`src/rtl/nic_core_pkg.sv`:
```
// nic_core_pkg: opcodes, register codes and FSM states shared by
// the nic_core accumulator CPU and its ALU.
package nic_core_pkg;

   localparam logic [3:0] OP_NOP = 4'h0;
   localparam logic [3:0] OP_LDI = 4'h1;
   localparam logic [3:0] OP_LD  = 4'h2;
   localparam logic [3:0] OP_ST  = 4'h3;
   localparam logic [3:0] OP_ADD = 4'h4;
   localparam logic [3:0] OP_SUB = 4'h5;
   localparam logic [3:0] OP_MOV = 4'h6;
   localparam logic [3:0] OP_JMP = 4'h7;
   localparam logic [3:0] OP_JZ  = 4'h8;
   localparam logic [3:0] OP_JC  = 4'h9;
   localparam logic [3:0] OP_OUT = 4'hA;
   localparam logic [3:0] OP_HLT = 4'hF;

   localparam logic [1:0] REG_A = 2'd0;
   localparam logic [1:0] REG_B = 2'd1;
   localparam logic [1:0] REG_X = 2'd2;
   localparam logic [1:0] REG_Q = 2'd3;

   typedef enum logic [2:0] {
      FETCH,
      EXEC,
      IMM,
      MEM,
      HALT
   } state_t;

endpackage

```
`src/rtl/nic_alu.sv`:
```
// nic_alu: WIDTH-bit add/subtract for the accumulator.
// Ports: a, b operands; sub selects a-b; result, carry, aIsZero.
module nic_alu #(
   parameter int WIDTH = 8
) (
   input  logic [WIDTH-1:0] a,
   input  logic [WIDTH-1:0] b,
   input  logic             sub,
   output logic [WIDTH-1:0] result,
   output logic             carry,
   output logic             aIsZero
);

   logic [WIDTH:0] sum;

   always_comb begin
      if (sub) sum = {1'b0, a} - {1'b0, b};
      else     sum = {1'b0, a} + {1'b0, b};
   end

   assign result  = sum[WIDTH-1:0];
   // a borrow sets the top bit, so "no borrow" means a >= b
   assign carry   = sub ? ~sum[WIDTH] : sum[WIDTH];
   assign aIsZero = (a == '0);

endmodule

```
`src/rtl/nic_core.sv`:
```
// nic_core: multicycle accumulator CPU on one ready-handshake port.
// Ports: clk, reset (async, low); mem_* bus; pc/ir/regs debug; halted.
module nic_core
   import nic_core_pkg::*;
#(
   parameter int WIDTH = 8,
   parameter int ADDR  = 8
) (
   input  logic             clk,
   input  logic             reset,
   output logic [ADDR-1:0]  mem_addr,
   output logic             mem_req,
   output logic             mem_we,
   output logic [WIDTH-1:0] mem_wdata,
   input  logic [WIDTH-1:0] mem_rdata,
   input  logic             mem_ready,
   output logic [ADDR-1:0]  pc,
   output logic [WIDTH-1:0] ir,
   output logic [WIDTH-1:0] areg,
   output logic [WIDTH-1:0] breg,
   output logic [WIDTH-1:0] xreg,
   output logic [WIDTH-1:0] qreg,
   output logic             halted
);

   state_t           state;
   logic [WIDTH-1:0] regs [4];
   logic             carry;
   logic [3:0]       op;
   logic [1:0]       rSel;
   logic [1:0]       dSel;
   logic [WIDTH-1:0] aluRes;
   logic             aluCarry;
   logic             aIsZero;
   logic             isImmOp;
   logic             isMemOp;
   logic             taken;
   logic [ADDR-1:0]  pcInc;
   logic [ADDR-1:0]  immPc;
   logic [ADDR-1:0]  dataAddr;

   assign op       = ir[7:4];
   assign rSel     = ir[1:0];
   assign dSel     = ir[3:2];
   assign pcInc    = pc + ADDR'(1);
   assign dataAddr = regs[REG_X][ADDR-1:0];
   assign isImmOp  = op inside {OP_LDI, OP_JMP, OP_JZ, OP_JC};
   assign isMemOp  = op inside {OP_LD, OP_ST};

   assign taken = (op == OP_JMP)
                | ((op == OP_JZ) & aIsZero)
                | ((op == OP_JC) & carry);

   // LDI is never "taken", so it simply steps past its immediate
   assign immPc = taken ? mem_rdata[ADDR-1:0] : pcInc;

   assign areg = regs[REG_A];
   assign breg = regs[REG_B];
   assign xreg = regs[REG_X];
   assign qreg = regs[REG_Q];

   nic_alu #(.WIDTH(WIDTH)) alu (
      .a       (regs[REG_A]),
      .b       (regs[REG_B]),
      .sub     (op == OP_SUB),
      .result  (aluRes),
      .carry   (aluCarry),
      .aIsZero (aIsZero)
   );

   always_ff @(posedge clk or negedge reset) begin
      if (!reset) begin
         state     <= FETCH;
         pc        <= '0;
         ir        <= '0;
         carry     <= 1'b0;
         halted    <= 1'b0;
         mem_req   <= 1'b0;
         mem_we    <= 1'b0;
         mem_addr  <= '0;
         mem_wdata <= '0;
         for (int i = 0; i < 4; i++) regs[i] <= '0;
      end else begin
         unique case (state)
            FETCH: begin
               if (!mem_req) begin
                  // first cycle after reset: raise the fetch
                  mem_req  <= 1'b1;
                  mem_addr <= pc;
               end else if (mem_ready) begin
                  ir      <= mem_rdata;
                  pc      <= pcInc;
                  mem_req <= 1'b0;
                  state   <= EXEC;
               end
            end
            EXEC: begin
               unique case (1'b1)
                  isImmOp: begin
                     state    <= IMM;
                     mem_req  <= 1'b1;
                     mem_addr <= pc;
                  end
                  isMemOp: begin
                     state     <= MEM;
                     mem_req   <= 1'b1;
                     mem_we    <= (op == OP_ST);
                     mem_addr  <= dataAddr;
                     mem_wdata <= regs[rSel];
                  end
                  (op == OP_HLT): begin
                     state  <= HALT;
                     halted <= 1'b1;
                  end
                  default: begin
                     state    <= FETCH;
                     mem_req  <= 1'b1;
                     mem_addr <= pc;
                     case (op)
                        OP_ADD, OP_SUB: begin
                           regs[REG_A] <= aluRes;
                           carry       <= aluCarry;
                        end
                        OP_MOV:  regs[dSel]  <= regs[rSel];
                        OP_OUT:  regs[REG_Q] <= regs[REG_A];
                        OP_NOP:  ;
                        default: ;
                     endcase
                  end
               endcase
            end
            IMM: begin
               if (mem_ready) begin
                  if (op == OP_LDI) regs[rSel] <= mem_rdata;
                  pc       <= immPc;
                  mem_addr <= immPc;
                  state    <= FETCH;
               end
            end
            MEM: begin
               if (mem_ready) begin
                  if (!mem_we) regs[rSel] <= mem_rdata;
                  mem_we   <= 1'b0;
                  mem_addr <= pc;
                  state    <= FETCH;
               end
            end
            HALT: ;
            default: state <= FETCH;
         endcase
      end
   end

endmodule

```
`config.mk`:
```
export PLATFORM = sky130hd
export DESIGN_NAME = nic_core
export DESIGN_NICKNAME = d
export VERILOG_FILES = /design/src/rtl/nic_core_pkg.sv /design/src/rtl/nic_alu.sv /design/src/rtl/nic_core.sv
export SDC_FILE = /design/constraint.sdc
export NUM_CORES = 1
export LEC_CHECK = 0
export CAP_MARGIN = 20
export CORE_MARGIN = 2
export CORE_UTILIZATION = 55
export CTS_BUF_LIST = sky130_fd_sc_hd__clkbuf_8
export CTS_CLUSTER_SIZE = 12
export DETAILED_ROUTE_END_ITERATION = 8
export GPL_ROUTABILITY_DRIVEN = 0
export PLACE_DENSITY = 0.82
export RECOVER_POWER = 50
export REMOVE_ABC_BUFFERS = 1
export SYNTH_ARGS = -nofsm -noshare
export SYNTH_HDL_FRONTEND = slang
export SYNTH_SLANG_ARGS = --single-unit
```
`constraint.sdc`:
```
create_clock -name clk -period 3.71 [get_ports clk]
set_clock_uncertainty 0.2 [all_clocks]
set_input_delay 0.742 -clock clk [delete_from_list [all_inputs] [get_ports clk]]
set_output_delay 0.742 -clock clk [all_outputs]
set_load 0.03 [all_outputs]
```
==> results of run 1 <==
[worst min-delay path, cell delays in order, from the launching register on]
cell and delay [ns]:
dfrtp_1 0.34, nand2_1 0.05, nand2_1 0.05
[synthesized netlist by cell type (4+ instances only)]
cell type	instances
o21ai_0	46
clkbuf_1	11
and3_1	4
nor3_1	8
nand2_1	109
xor2_1	8
o22ai_1	4
nand2b_1	4
inv_1	18
o31ai_1	4
buf_2	11
a22oi_1	26
o211ai_1	5
nor2_1	29
a221oi_1	5
nand3_1	13
a31oi_1	6
a21oi_1	22
xnor2_1	8
ha_1	10
mux2_2	9
dfrtp_1	71
mux2i_1	4
mux4_2	8
[per-stage QoR]
stage                     power, uW  hold WS [ns]
after floorplan                4100         0.246
after global placement         5340         0.238
after detailed placement       5460         0.261
after CTS                      6270         0.281
after global routing           6680         0.307
final                          6290         0.275
[sequential cells by signal (all words and copies together) (netlist names)]
name       count
carry          1
state          3
pc             8
mem_req        1
areg           8
breg           8
mem_addr       8
xreg           8
halted         1
mem_we         1
ir             8
qreg           8
mem_wdata      8
[logic make-up after synthesis]
logic type,count (synthesis)
simple gates,194
compound gates,151
flops,71
buf+inv,45
mux,21
xor+xnor,16
fa+ha+maj,11
[routing by layer]
layer / vias up / routed length (um)
met5: - / 0
met4: 0 / 576
met3: 57 / 1410
met2: 310 / 6620
met1: 2165 / 5720
li1: 1986 / -
[area by class of cell]
type / count / share of cell area
timing repair buffer: 86 / 0.148
clock buffer: 10 / 0.0245
multi-input combinational: 393 / 0.457
inverter: 18 / 0.0120
sequential: 71 / 0.316
clock inverter: 5 / 0.0189
tap: 105 / 0.0234
[final timing paths]
check,startpoint,to,depth (start not counted)
max,state[0],mem_addr[1],5
max reg2reg,state[0],mem_addr[1],5
min,mem_wdata[5],mem_wdata[5],2
max in group asynchronous,reset,mem_wdata[6],3
min in group asynchronous,reset,ir[6],2
min reg2reg,mem_wdata[5],mem_wdata[5],2
[where the power goes]
group	switching [uW]	internal [uW]
clock network	326	462
registers	570	1100
logic	2260	1580
total	3150	3140
==> reports/qor.yml, run 1 <==
wl_mm: 14.3
max-slew-margin-rel: -0.219
fin_area_um2: 5620
cp.required_ns: 3.77
critPathTopFamily: "simple AND/OR/NAND/NOR gates"
worst_slew_pin_slew_ns: 1.83
period_minus_slack_ns: 3.22
ios: 78
port_buffers: 77
muxShareOfSynthArea: 0.0706
dieArea_um2: 9030
routed-via-count: 4518
setup_ws_ns: 0.489
synth-xor-area-share: 0.0308
synth-simple-area-share: 0.208
arrival_ns: 3.28
outcome: "finished, violations left"
met2_usage: 0.515
leakage_uw: 0.00249
asyncSetResetFlopFracSynth: 1.00
drive_above_1_share: 0.0892
clock_latency_ns: 0.37
drt-initial-drc-count: 410
period_share: 0.868
rsz0062_at_grt: "false"
synth_cells: 509
synth_seq_area_share: 0.390
cp-end-kind: "register"
numCtsBuffers: 9
core_area_um2: 8130
synth_edf_count: 0
start_util: 0.560
slew_violations: 42
use_met3: 0.0702
dp_hpwl_mm: 9.78
die_w_um: 95
syn_area_um2: 4550
crit_chain: "nor3b_1 > nand3_1 > nor2_1 > o21ai_0 > o22a_1"
multiInputGateArea_um2: 2560
num_antenna_cells: 0
slowest_delay_ns: 0.86
busiest_layer: "met2"
nets: 601
nFillCells: 641
die_h_um: 95
syn_to_final_growth_pct: 23.3
peakVddDrop_v: 0.000551
grt_pass1_vias: 4306
tritoncts: "yes"
final-seq-area_um2: 1780
cts.clk_slew.worst_paths_ns: 0.08
fin_setup_tns_ns: 0
detail-route-antenna-nets: 0
clk_path_buf_depth: 2
yosysTopAreaCell: "dfrtp_1"
synthTopCellsByArea: "dfrtp_1 (39%), nand2_1 (9.0%), o21ai_0 (5.1%)"
crit_slowest_cell: "nor3b_1"
timing.final.hold_violations: 0
critPathKind: "register to register"
synth_compound_area_frac: 0.224
drt_first_pass_iters: 5
post-place-ws_ns: 0.382
utilization: 0.691
ys_types: 66
postPlaceCellArea_um2: 5360
ys_ff_latch: 71
stdcell_count: 688
met1_usage: 0.456
cts_setup_buffers: 0
cp_max_fo: 19
p_per_area_nw_per_um2: 1120
synth.yosys.warnings: 0
yosys_most_used_dff: "dfrtp_1"
syn_avg_cell_area_um2: 8.95
htree_levels: 3
cts.sinks: 71
synth_top_family_by_area: "compound AO/OA/AOI/OAI gates"
fp-row-count: 33
layout_common_cells: "nand2_1 (109), dfrtp_1 (71), clkdlybuf4s50_1 (51)"
reg2reg_slack_ns: 0.49
worstSetupStartpointType: "register"
hold_buffers: 0
drt-wirelength-per-cell_um: 20.8
via_per_inst: 6.57
synthAdderAreaFrac: 0.0319
hp-class: "register to register"
clock-root-buffer: "clkbuf_8"
violations: "max-capacitance violations, max-slew violations"
max_freq_ghz: 0.310
final_common_cell: "nand2_1"
grt_max_degree: 46
track_usage: 0.336
dp.cells: 670
cp_num_buf_inv: 0
synth_top_area_share: 0.390
grt_pass1_wl_mm: 22.8
grt-ovfl-total: 0
drcViolationCount: 0
drv_cap: 1
setup-violations-final: 0
antenna_found_initial: 0
cts-resized-gates: 0
(Power assumes the default switching activity.)
==> run 2, diff against run 1 <==
--- a/config.mk
+++ b/config.mk
@@ -5,7 +5,6 @@
 export SDC_FILE = /design/constraint.sdc
 export NUM_CORES = 1
 export LEC_CHECK = 0
-export CAP_MARGIN = 20
 export CORE_MARGIN = 2
 export CORE_UTILIZATION = 55
 export CTS_BUF_LIST = sky130_fd_sc_hd__clkbuf_8
@@ -14,7 +13,6 @@
 export GPL_ROUTABILITY_DRIVEN = 0
 export PLACE_DENSITY = 0.82
 export RECOVER_POWER = 50
-export REMOVE_ABC_BUFFERS = 1
 export SYNTH_ARGS = -nofsm -noshare
 export SYNTH_HDL_FRONTEND = slang
 export SYNTH_SLANG_ARGS = --single-unit
==> reports/qor.yml, run 2 (synthesized netlist as in run 1, its figures left out) <==
tritoncts: "yes"
cp-end-kind: "register"
critPathTopFamily: "compound AO/OA/AOI/OAI gates"
critPathKind: "register to register"
cp_num_buf_inv: 0
layout_common_cells: "nand2_1 (109), dfrtp_1 (71), clkdlybuf4s50_1 (52)"
drive_above_1_share: 0.0897
grt_pass1_wl_mm: 21.8
detail-route-antenna-nets: 0
power.share.combinational: 0.608
violations: "max-capacitance violations, max-slew violations"
period_minus_slack_ns: 3.26
dp_hpwl_mm: 9.67
worst_slew_pin_slew_ns: 1.65
grt_max_degree: 42
timing.final.hold_violations: 0
cp-startpoint: "ir[7]"
hold_buffers: 0
cts_setup_buffers: 0
p_sw_uw: 3070
grt-ovfl-total: 0
final_common_cell: "nand2_1"
switching_share: 0.494
crit_end: "areg[7]"
seqPwrFrac: 0.266
p_clk_frac: 0.126
antenna_found_initial: 0
dieArea_um2: 9030
peakVddDrop_v: 0.000553
htree_levels: 3
intPower_uw: 3150
p_per_area_nw_per_um2: 1110
num_antenna_cells: 0
r2r-end: "areg[7]"
cts.sinks: 71
slew_violations: 32
clock-root-buffer: "clkbuf_8"
port_buffers: 77
outcome: "finished, violations left"
drt-initial-drc-count: 415
clk_path_buf_depth: 2
die_h_um: 95
crit_slowest_cell: "dfrtp_1"
slowest_delay_ns: 0.47
setup-violations-final: 0
nets: 597
numCtsBuffers: 9
drt-wirelength-per-cell_um: 20.1
ios: 78
syn_nets: 531
arrival_ns: 3.29
grt_pass1_vias: 4239
crit_chain: "nand2b_4 > nor2_1 > nand2_1 > o31ai_1 > xor2_1 > ha_1 > nand3_1 > nand2_1 > o31a_1 > o21ai_0 > a211oi_1 > o32a_1"
cp_max_fo: 9
crit-reg2reg-launch: "ir[7]"
rsz0062_at_grt: "false"
routed-via-count: 4453
wl_mm: 13.7
fin_setup_tns_ns: 0
reg2reg_slack_ns: 0.45
syn_to_final_growth_pct: 22.8
cp.required_ns: 3.74
multiInputGateArea_um2: 2560
drcViolationCount: 0
max-slew-margin-rel: -0.101
start_util: 0.560
cts.clk_slew.worst_paths_ns: 0.08
cpMostUsedCell: "nand2_1"
track_usage: 0.319
worstSetupPathDepth: 12
hp-class: "register to register"
leakage_uw: 0.00247
via_per_inst: 6.50
clock_latency_ns: 0.35
drv_cap: 1
hold_slack_ns: 0.271
die_w_um: 95
max_freq_ghz: 0.307
nFillCells: 636
cts-resized-gates: 0
worstRegToRegCells: 12
drt_first_pass_iters: 9
period_share: 0.879
worstSetupStartpointType: "register"
fp-row-count: 33
final-seq-area_um2: 1780
core_area_um2: 8130
## run 2: cell types whose count changed in the layout (fill, tap and decap cells not counted), sizes merged
cell / previous run / this run
clkinv: 1 / 2
buf: 4 / 3
dlygate4sd3: 26 / 24
clkinvlp: 1 / 0
dlymetal6s4s: 1 / 0
clkdlybuf4s50: 51 / 52
## run 2: layout make-up
class | count | share of cell area
clock inverters | 5 | 0.0186
multi-input cells | 393 | 0.459
inverters | 18 | 0.0121
clock buffers | 11 | 0.0271
flip-flops and latches | 71 | 0.318
well taps | 105 | 0.0235
repair buffers | 82 | 0.142
## run 2: layer usage
| layer | track usage | share of wire |
|---|---|---|
| met4 | 0.143 | 0.042 |
| met5 | 0 | 0 |
| met2 | 0.502 | 0.46 |
| met1 | 0.432 | 0.40 |
| met3 | 0.0583 | 0.095 |
## run 2: worst min-delay path by stage
stage,cells after the start,startpoint,to,slack [ns]
after global routing,1,halted,halted,0.29
after global placement,1,halted,halted,0.24
after detailed placement,2,mem_wdata[3],mem_wdata[3],0.26
after floorplan,0,reset,areg[0],0.25
final,2,mem_wdata[3],mem_wdata[3],0.27
after CTS,1,reset,ir[6],0.27
## run 2: power groups by stage
stage / Clock (uW) / Combinational (uW) / Sequential, uW
floorplan: 0 / 2180 / 2000
global placement: 0 / 3670 / 1640
detailed placement: 0 / 3770 / 1650
CTS: 786 / 3800 / 1640
global route: 824 / 4090 / 1700
finish: 786 / 3790 / 1650
## run 2: worst min-delay path: cells and delay by family (launching register included)
kind / cells / cell delay (ns)
and+or+nand+nor: 2 / 0.10
DFF: 1 / 0.34
## run 2: through the flow
stage / std cells / setup WS [ns] / power (uW) / utilization / instance area (um2)
final: 685 / 0.448 / 6230 / 0.687 / 5590
after global routing: 685 / 0.253 / 6620 / 0.687 / 5590
after CTS: 685 / 0.493 / 6230 / 0.691 / 5620
after detailed placement: 669 / 0.429 / 5420 / 0.660 / 5370
after global placement: 669 / 0.490 / 5310 / 0.660 / 5370
after floorplan: 509 / 0.725 / 4180 / - / 4550
==> run 3, diff against run 2 <==
--- a/config.mk
+++ b/config.mk
@@ -11,7 +11,7 @@
 export CTS_CLUSTER_SIZE = 12
 export DETAILED_ROUTE_END_ITERATION = 8
 export GPL_ROUTABILITY_DRIVEN = 0
-export PLACE_DENSITY = 0.82
+export PLACE_DENSITY = 0.9
 export RECOVER_POWER = 50
 export SYNTH_ARGS = -nofsm -noshare
 export SYNTH_HDL_FRONTEND = slang
==> reports/qor.yml, run 3 (synthesized netlist as in run 1, its figures left out) <==
track_usage: 0.319
nFillCells: 629
crit_slowest_cell: "nor3b_1"
cts-resized-gates: 0
cp_num_buf_inv: 0
start_util: 0.560
leakage_uw: 0.00246
hp-class: "register to register"
grt_pass1_wl_mm: 21.9
drcViolationCount: 0
fp-row-count: 33
grt_pass1_vias: 4271
slew_violations: 72
outcome: "finished, violations left"
p_clk_frac: 0.099
syn_to_final_growth_pct: 21.1
syn_nets: 531
drt_first_pass_iters: 7
setup_ws_ns: 0.360
slowest_delay_ns: 0.90
wl_mm: 13.7
worst_slew_pin_slew_ns: 1.77
drive_above_1_share: 0.0830
final-seq-area_um2: 1780
final_common_cell: "nand2_1"
worstRegToRegCells: 4
num_antenna_cells: 0
hold_slack_ns: 0.269
hold_depth: 1
nets: 597
drt-initial-drc-count: 416
htree_levels: 3
die_w_um: 95
worstSetupPathDepth: 4
p_sw_uw: 3030
worstSetupStartpointType: "register"
die_h_um: 95
switching_share: 0.505
cp_max_fo: 19
clock-root-buffer: "clkbuf_8"
port_buffers: 77
cp-end-kind: "register"
period_minus_slack_ns: 3.35
post-place-ws_ns: 0.412
ios: 78
arrival_ns: 3.38
max-slew-margin-rel: -0.179
critPathKind: "register to register"
max_freq_ghz: 0.299
cts.sinks: 71
drv_cap: 1
violations: "max-capacitance violations, max-slew violations"
core_area_um2: 8130
dp_hpwl_mm: 9.62
cts_setup_buffers: 0
numCtsBuffers: 9
timing.final.hold_violations: 0
grt_max_degree: 72
setup-violations-final: 0
cp.required_ns: 3.74
postPlaceCellArea_um2: 5360
cts.clk_slew.worst_paths_ns: 0.07
intPower_uw: 2980
drt-wirelength-per-cell_um: 20.0
routed-via-count: 4447
rsz0062_at_grt: "false"
period_share: 0.903
detail-route-antenna-nets: 0
clk_path_buf_depth: 2
multiInputGateArea_um2: 2560
p_per_area_nw_per_um2: 1090
crit_chain: "nor3b_1 > nand3_1 > o21ai_0 > a31oi_1"
antenna_found_initial: 0
dieArea_um2: 9030
grt-ovfl-total: 0
peakVddDrop_v: 0.000542
tritoncts: "yes"
seqPwrFrac: 0.275
utilization: 0.678
hold_buffers: 0
fin_area_um2: 5520
fin_setup_tns_ns: 0
via_per_inst: 6.51
clock_latency_ns: 0.36
layout_common_cells: "nand2_1 (109), dfrtp_1 (71), clkdlybuf4s50_1 (48)"
critPathTopFamily: "simple AND/OR/NAND/NOR gates"
power.share.combinational: 0.626
[run 3: layout make-up]
cell class              instances  area share
clock buffers                  10      0.0249
clock inverters                 4     0.00748
inverters                      18      0.0122
multi-input cells             393       0.465
flip-flops and latches         71       0.322
well taps                     105      0.0238
repair buffers                 82       0.144
[run 3: power groups by stage]
stage | Sequential, uW | Combinational [uW] | Clock [uW]
finish | 1650 | 3760 | 594
global route | 1700 | 4090 | 627
CTS | 1640 | 3790 | 591
detailed placement | 1650 | 3760 | 0
global placement | 1630 | 3650 | 0
floorplan | 2000 | 2180 | 0
[run 3: routing by layer]
metal | share of wire | track usage | wire, um | vias up
li1 | - | - | - | 1977
met1 | 0.38 | 0.414 | 5160 | 2112
met2 | 0.48 | 0.512 | 6500 | 297
met3 | 0.10 | 0.0702 | 1420 | 61
met4 | 0.044 | 0.139 | 598 | 0
met5 | 0 | 0 | 0 | -
[run 3: stage by stage]
step                      total power, uW  cells
after floorplan                      4180    509
after global placement               5280    669
after detailed placement             5420    669
after CTS                            6030    683
after global routing                 6420    683
final                                6010    683
[run 3: worst paths after layout]
| check | startpoint | end | slack, ns |
|---|---|---|---|
| max in group asynchronous | reset | breg[0] | 1.52 |
| max reg2reg | state[0] | mem_addr[4] | 0.36 |
| min reg2reg | halted | halted | 0.27 |
| max | state[0] | mem_addr[4] | 0.36 |
| min | halted | halted | 0.27 |
| min in group asynchronous | reset | ir[5] | 0.71 |
==> variant 1: new RTL, flow settings as in run 1 <==
Reset style: synchronous (`reset`), changed in one clocked block. Comments in the files are not updated.
--- a/src/rtl/nic_core.sv
+++ b/src/rtl/nic_core.sv
@@ -68,7 +68,7 @@
       .aIsZero (aIsZero)
    );
 
-   always_ff @(posedge clk or negedge reset) begin
+   always_ff @(posedge clk) begin
       if (!reset) begin
          state     <= FETCH;
          pc        <= '0;
Check against the original RTL: differs if reset is asserted again (counterexample within 4 cycles, from zero or initial values and one cycle with reset low); with reset held inactive, the same outputs for 4 cycles.
==> variant 1 against run 1 <==
- die area is 5.8% lower
- sequential cell count is 2 higher
- maximum frequency is 8.0% lower
- worst setup slack worse by 280 ps
- via count is 7.3% lower
- final area is 4.9% lower
- synthesized area is 6.0% lower
- critical path depth is 6 higher
- routed wire length is 9.1% lower
- final cell count is 4.7% lower
Power is left out: it rests on default switching activity, and per cell area and clock period it moved more than threefold.
==> variant 1: results (changes against run 1) <==
synthesis:
  async_reset_ff_frac: 0  # -1.00
  syn_avg_cell_area_um2: 8.99  # +0.50%
  synth_top_flop_cell: "dfxtp_1"
  synth_compound_area_frac: 0.178  # -0.0459
  yosysSeqAreaShare: 0.416  # +0.0261
  synth_area_leaders: "edfxtp_1 22%, dfxtp_1 19%, nor2_1 5.9%"
  synth_fa_ha_area_frac: 0.0339  # +0.00204
  synth_common_cells: "67 x nor2_1, 50 x nand2_1, 41 x dfxtp_1"
  synth_edf_count: 32  # +32
  synth_cell_type_count: 61  # -7.6%
  synth_xor_area_frac: 0.0286  # -0.00212
  synthMuxAreaShare: 0.0894  # +0.0188
placement:
  post-place-cells: 640  # -4.5%
  hpwlAfterDp_um: 9810  # +0.35%
routing:
  wirelength_um: 13000  # -9.1%
  wl_met1_um: 5170  # -9.6%
  viasPerCell: 6.39  # -2.8%
  drt_iter0_drc: 462  # +13%
  wl_met2_um: 6190  # -6.6%
  routed-wl-met3_um: 1200  # -15%
setup_path:
  reg2reg_depth: 11  # +6
  worst_ep_arrival_time_ps: 3400  # +120 ps
  crit_fanout: 13  # -6
  r2r_start: "ir[6]"
  r2r_end: "regs[0][3]"
final_layout:
  fin_cells: 656  # -4.7%
  layout.nets: 571  # -5.0%
  largest_reg_flops: 32
outcome:
  status: "finished clean"
global_routing:
  grt_pass1_wl_um: 20400  # -10%
  grtUsageTotal: 0.311  # -0.0254
  grt_max_degree: 23  # -50%
  grt_pass1_vias: 3893  # -9.6%
timing:
  slew_headroom: 0.309  # +0.528
  hold_ws_ps: 251  # -23.8 ps
hold_path:
  min_to: "mem_wdata[3]"
clocking:
  numCtsBuffers: 9  # unchanged
floorplanning:
  initial_core_util: 0.560  # about the same
-- variant 1: cell types whose count changed in the layout (fill, tap and decap cells not counted), moves of 32 or more --
| cell | run 1 | this run |
|---|---|---|
| nand2_1 | 109 | 50 |
| dfxtp_1 | 0 | 41 |
| clkdlybuf4s50_1 | 51 | 15 |
| edfxtp_1 | 0 | 32 |
| dlygate4sd3_1 | 26 | 62 |
| nor2_1 | 29 | 67 |
| dfrtp_1 | 71 | 0 |
-- variant 1: area by class of cell --
class                           count  area [um^2]
Tap cell                          102          128
Timing Repair Buffer               91          865
Clock buffer                        9          124
Inverter                           15         56.3
Multi-Input combinational cell    359         2320
Clock inverter                      7         66.3
Fill cell                         583         2300
Sequential cell                    73         1780
-- variant 1: how the worst max path moves through the flow --
stage          start  slack [ps]         end
2_1_floorplan  ir[6]         270       carry
3_3_place_gp   ir[6]         410       carry
3_5_place_dp   ir[6]         170  regs[0][5]
4_1_cts        ir[6]         150  regs[0][5]
5_1_grt        ir[6]           3  regs[0][3]
6_report       ir[6]         210  regs[0][3]
-- variant 1: critical path: stages, from the launching register on --
cell	delay [ps]
dfxtp_1	530
nand2_1	170
nor3_1	250
buf_4	200
mux2i_1	310
ha_1	290
nor2b_1	140
o21a_1	170
nor2_1	130
xnor2_1	90
a221oi_1	640
nor2_1	110
-- variant 1: layer usage --
metal / vias up / GRT usage
met3: 50 / 0.0485
met1: 1990 / 0.419
met5: - / 0
met4: 0 / 0.142
met2: 263 / 0.494
li1: 1886 / -
-- variant 1: kinds of logic after synthesis --
logic type | count (synthesis)
XOR/XNOR | 14
adder cells (fa/ha/maj) | 11
AO/OA/AOI/OAI | 118
flip-flops | 73
AND/OR/NAND/NOR | 188
multiplexers | 28
buffers and inverters | 44
-- variant 1: through the flow --
stage                     instance area [um^2]  setup WS [ps]
final                                     5340            209
after global routing                      5340           3.24
after CTS                                 5340            154
after detailed placement                  5150            169
after global placement                    5150            414
after floorplan                           4140            267
==> variant 2: new RTL, config.mk and constraints of run 1 <==
Without the edit above. `WIDTH` is set to 8 in 2 places; all go to 9.
--- a/src/rtl/nic_alu.sv
+++ b/src/rtl/nic_alu.sv
@@ -1,7 +1,7 @@
 // nic_alu: WIDTH-bit add/subtract for the accumulator.
 // Ports: a, b operands; sub selects a-b; result, carry, aIsZero.
 module nic_alu #(
-   parameter int WIDTH = 8
+   parameter int WIDTH = 9
 ) (
    input  logic [WIDTH-1:0] a,
    input  logic [WIDTH-1:0] b,
--- a/src/rtl/nic_core.sv
+++ b/src/rtl/nic_core.sv
@@ -3,7 +3,7 @@
 module nic_core
    import nic_core_pkg::*;
 #(
-   parameter int WIDTH = 8,
+   parameter int WIDTH = 9,
    parameter int ADDR  = 8
 ) (
    input  logic             clk,
Interface: changed (7 resized); port bits go from 78 to 85. The function was not compared with the original's and may differ.
==> variant 2 against run 1 <==
- die area up 11%
- critical path type unchanged
- synthesized area grew 11%
- worst setup slack worse by 170 ps
- final area grew 9.8%
- routed wire length rose by 4.1%
- sequential cell count grew 6
- the run still ends with max-capacitance violations, max-slew violations left
- non-clock buffer count increased by 14
- power is 11% higher
==> variant 2: results (changes against run 1) <==
outcome:
  status: "finished, violations left"
  violations: "max-capacitance violations, max-slew violations"
synthesis:
  synthMuxAreaShare: 0.173  # +0.102
  synth_area_leaders: "dfrtp_1 38%, mux2_2 8.2%, nand2_1 5.5%"
  synth_cell_type_count: 60  # -9.1%
  syn_avg_cell_area_um2: 9.80  # +9.5%
  synth_fa_ha_area_frac: 0.0312  # -0.000695
  synth_xor_area_frac: 0.0329  # +0.00214
  synth_compound_area_frac: 0.155  # -0.0695
  yosysSeqAreaShare: 0.381  # -0.00911
placement:
  io_buffers: 84  # +9.1%
  dpl_cell_area_um2: 6010  # +12%
  hpwlAfterDp_um: 10900  # +11%
setup_path:
  crit_path_end: "areg[6]"
  r2r_slack_ps: 320  # -170 ps
  r2r_start: "ir[5]"
  cp_slowest_cell: "nor2_1"
  reg2reg_depth: 10  # +5
routing:
  drt_iter0_drc: 556  # +36%
  wl_met2_um: 6950  # +4.9%
  viasPerCell: 6.63  # +0.90%
  routed-wl-met3_um: 1410  # -0.28%
  wirelength_um: 14900  # +4.1%
hold_path:
  hp-start: "mem_wdata[8]"
final_layout:
  layout.nets: 623  # +3.7%
run:
  drv_cap: 1  # unchanged
global_routing:
  grtUsageTotal: 0.311  # -0.0247
timing:
  hold_ws_ps: 278  # +3.21 ps
  slew_viol_final: 78  # +86%
power:
  p_leak_nw: 2.72  # +9.3%
  pwr-share-clk: 0.081  # -0.044
  peakVddDrop_uv: 520  # -5.6%
  p_sw_frac: 0.496  # -0.00561
-- variant 2: changes by cell type after synthesis, moves of 8 or more --
cell            run 1  this run
o21ai_0            46        22
nand2_1           109        74
mux2_4              0         9
a22o_1              3        15
mux2_2              9        37
mux2i_1             4        12
-- variant 2: layout make-up --
class	count	area, um^2
fill	669	2640
inverter	15	56.3
clock inverter	5	27.5
tap	108	135
timing repair buffer	100	948
multi-input combinational	396	2940
clock buffer	10	138
sequential	77	1930
-- variant 2: per-stage QoR --
stage,power [mW],worst slack (ps)
5_1_grt,7.44,82.9
6_report,6.99,318
3_5_place_dp,6.37,412
2_1_floorplan,4.81,545
3_3_place_gp,6.21,495
4_1_cts,6.97,378
-- variant 2: routing by layer --
| metal | GRT usage | vias to the layer above |
|---|---|---|
| met2 | 0.482 | 316 |
| li1 | - | 2056 |
| met5 | 0 | - |
| met1 | 0.446 | 2286 |
| met3 | 0.0334 | 53 |
| met4 | 0.140 | 0 |
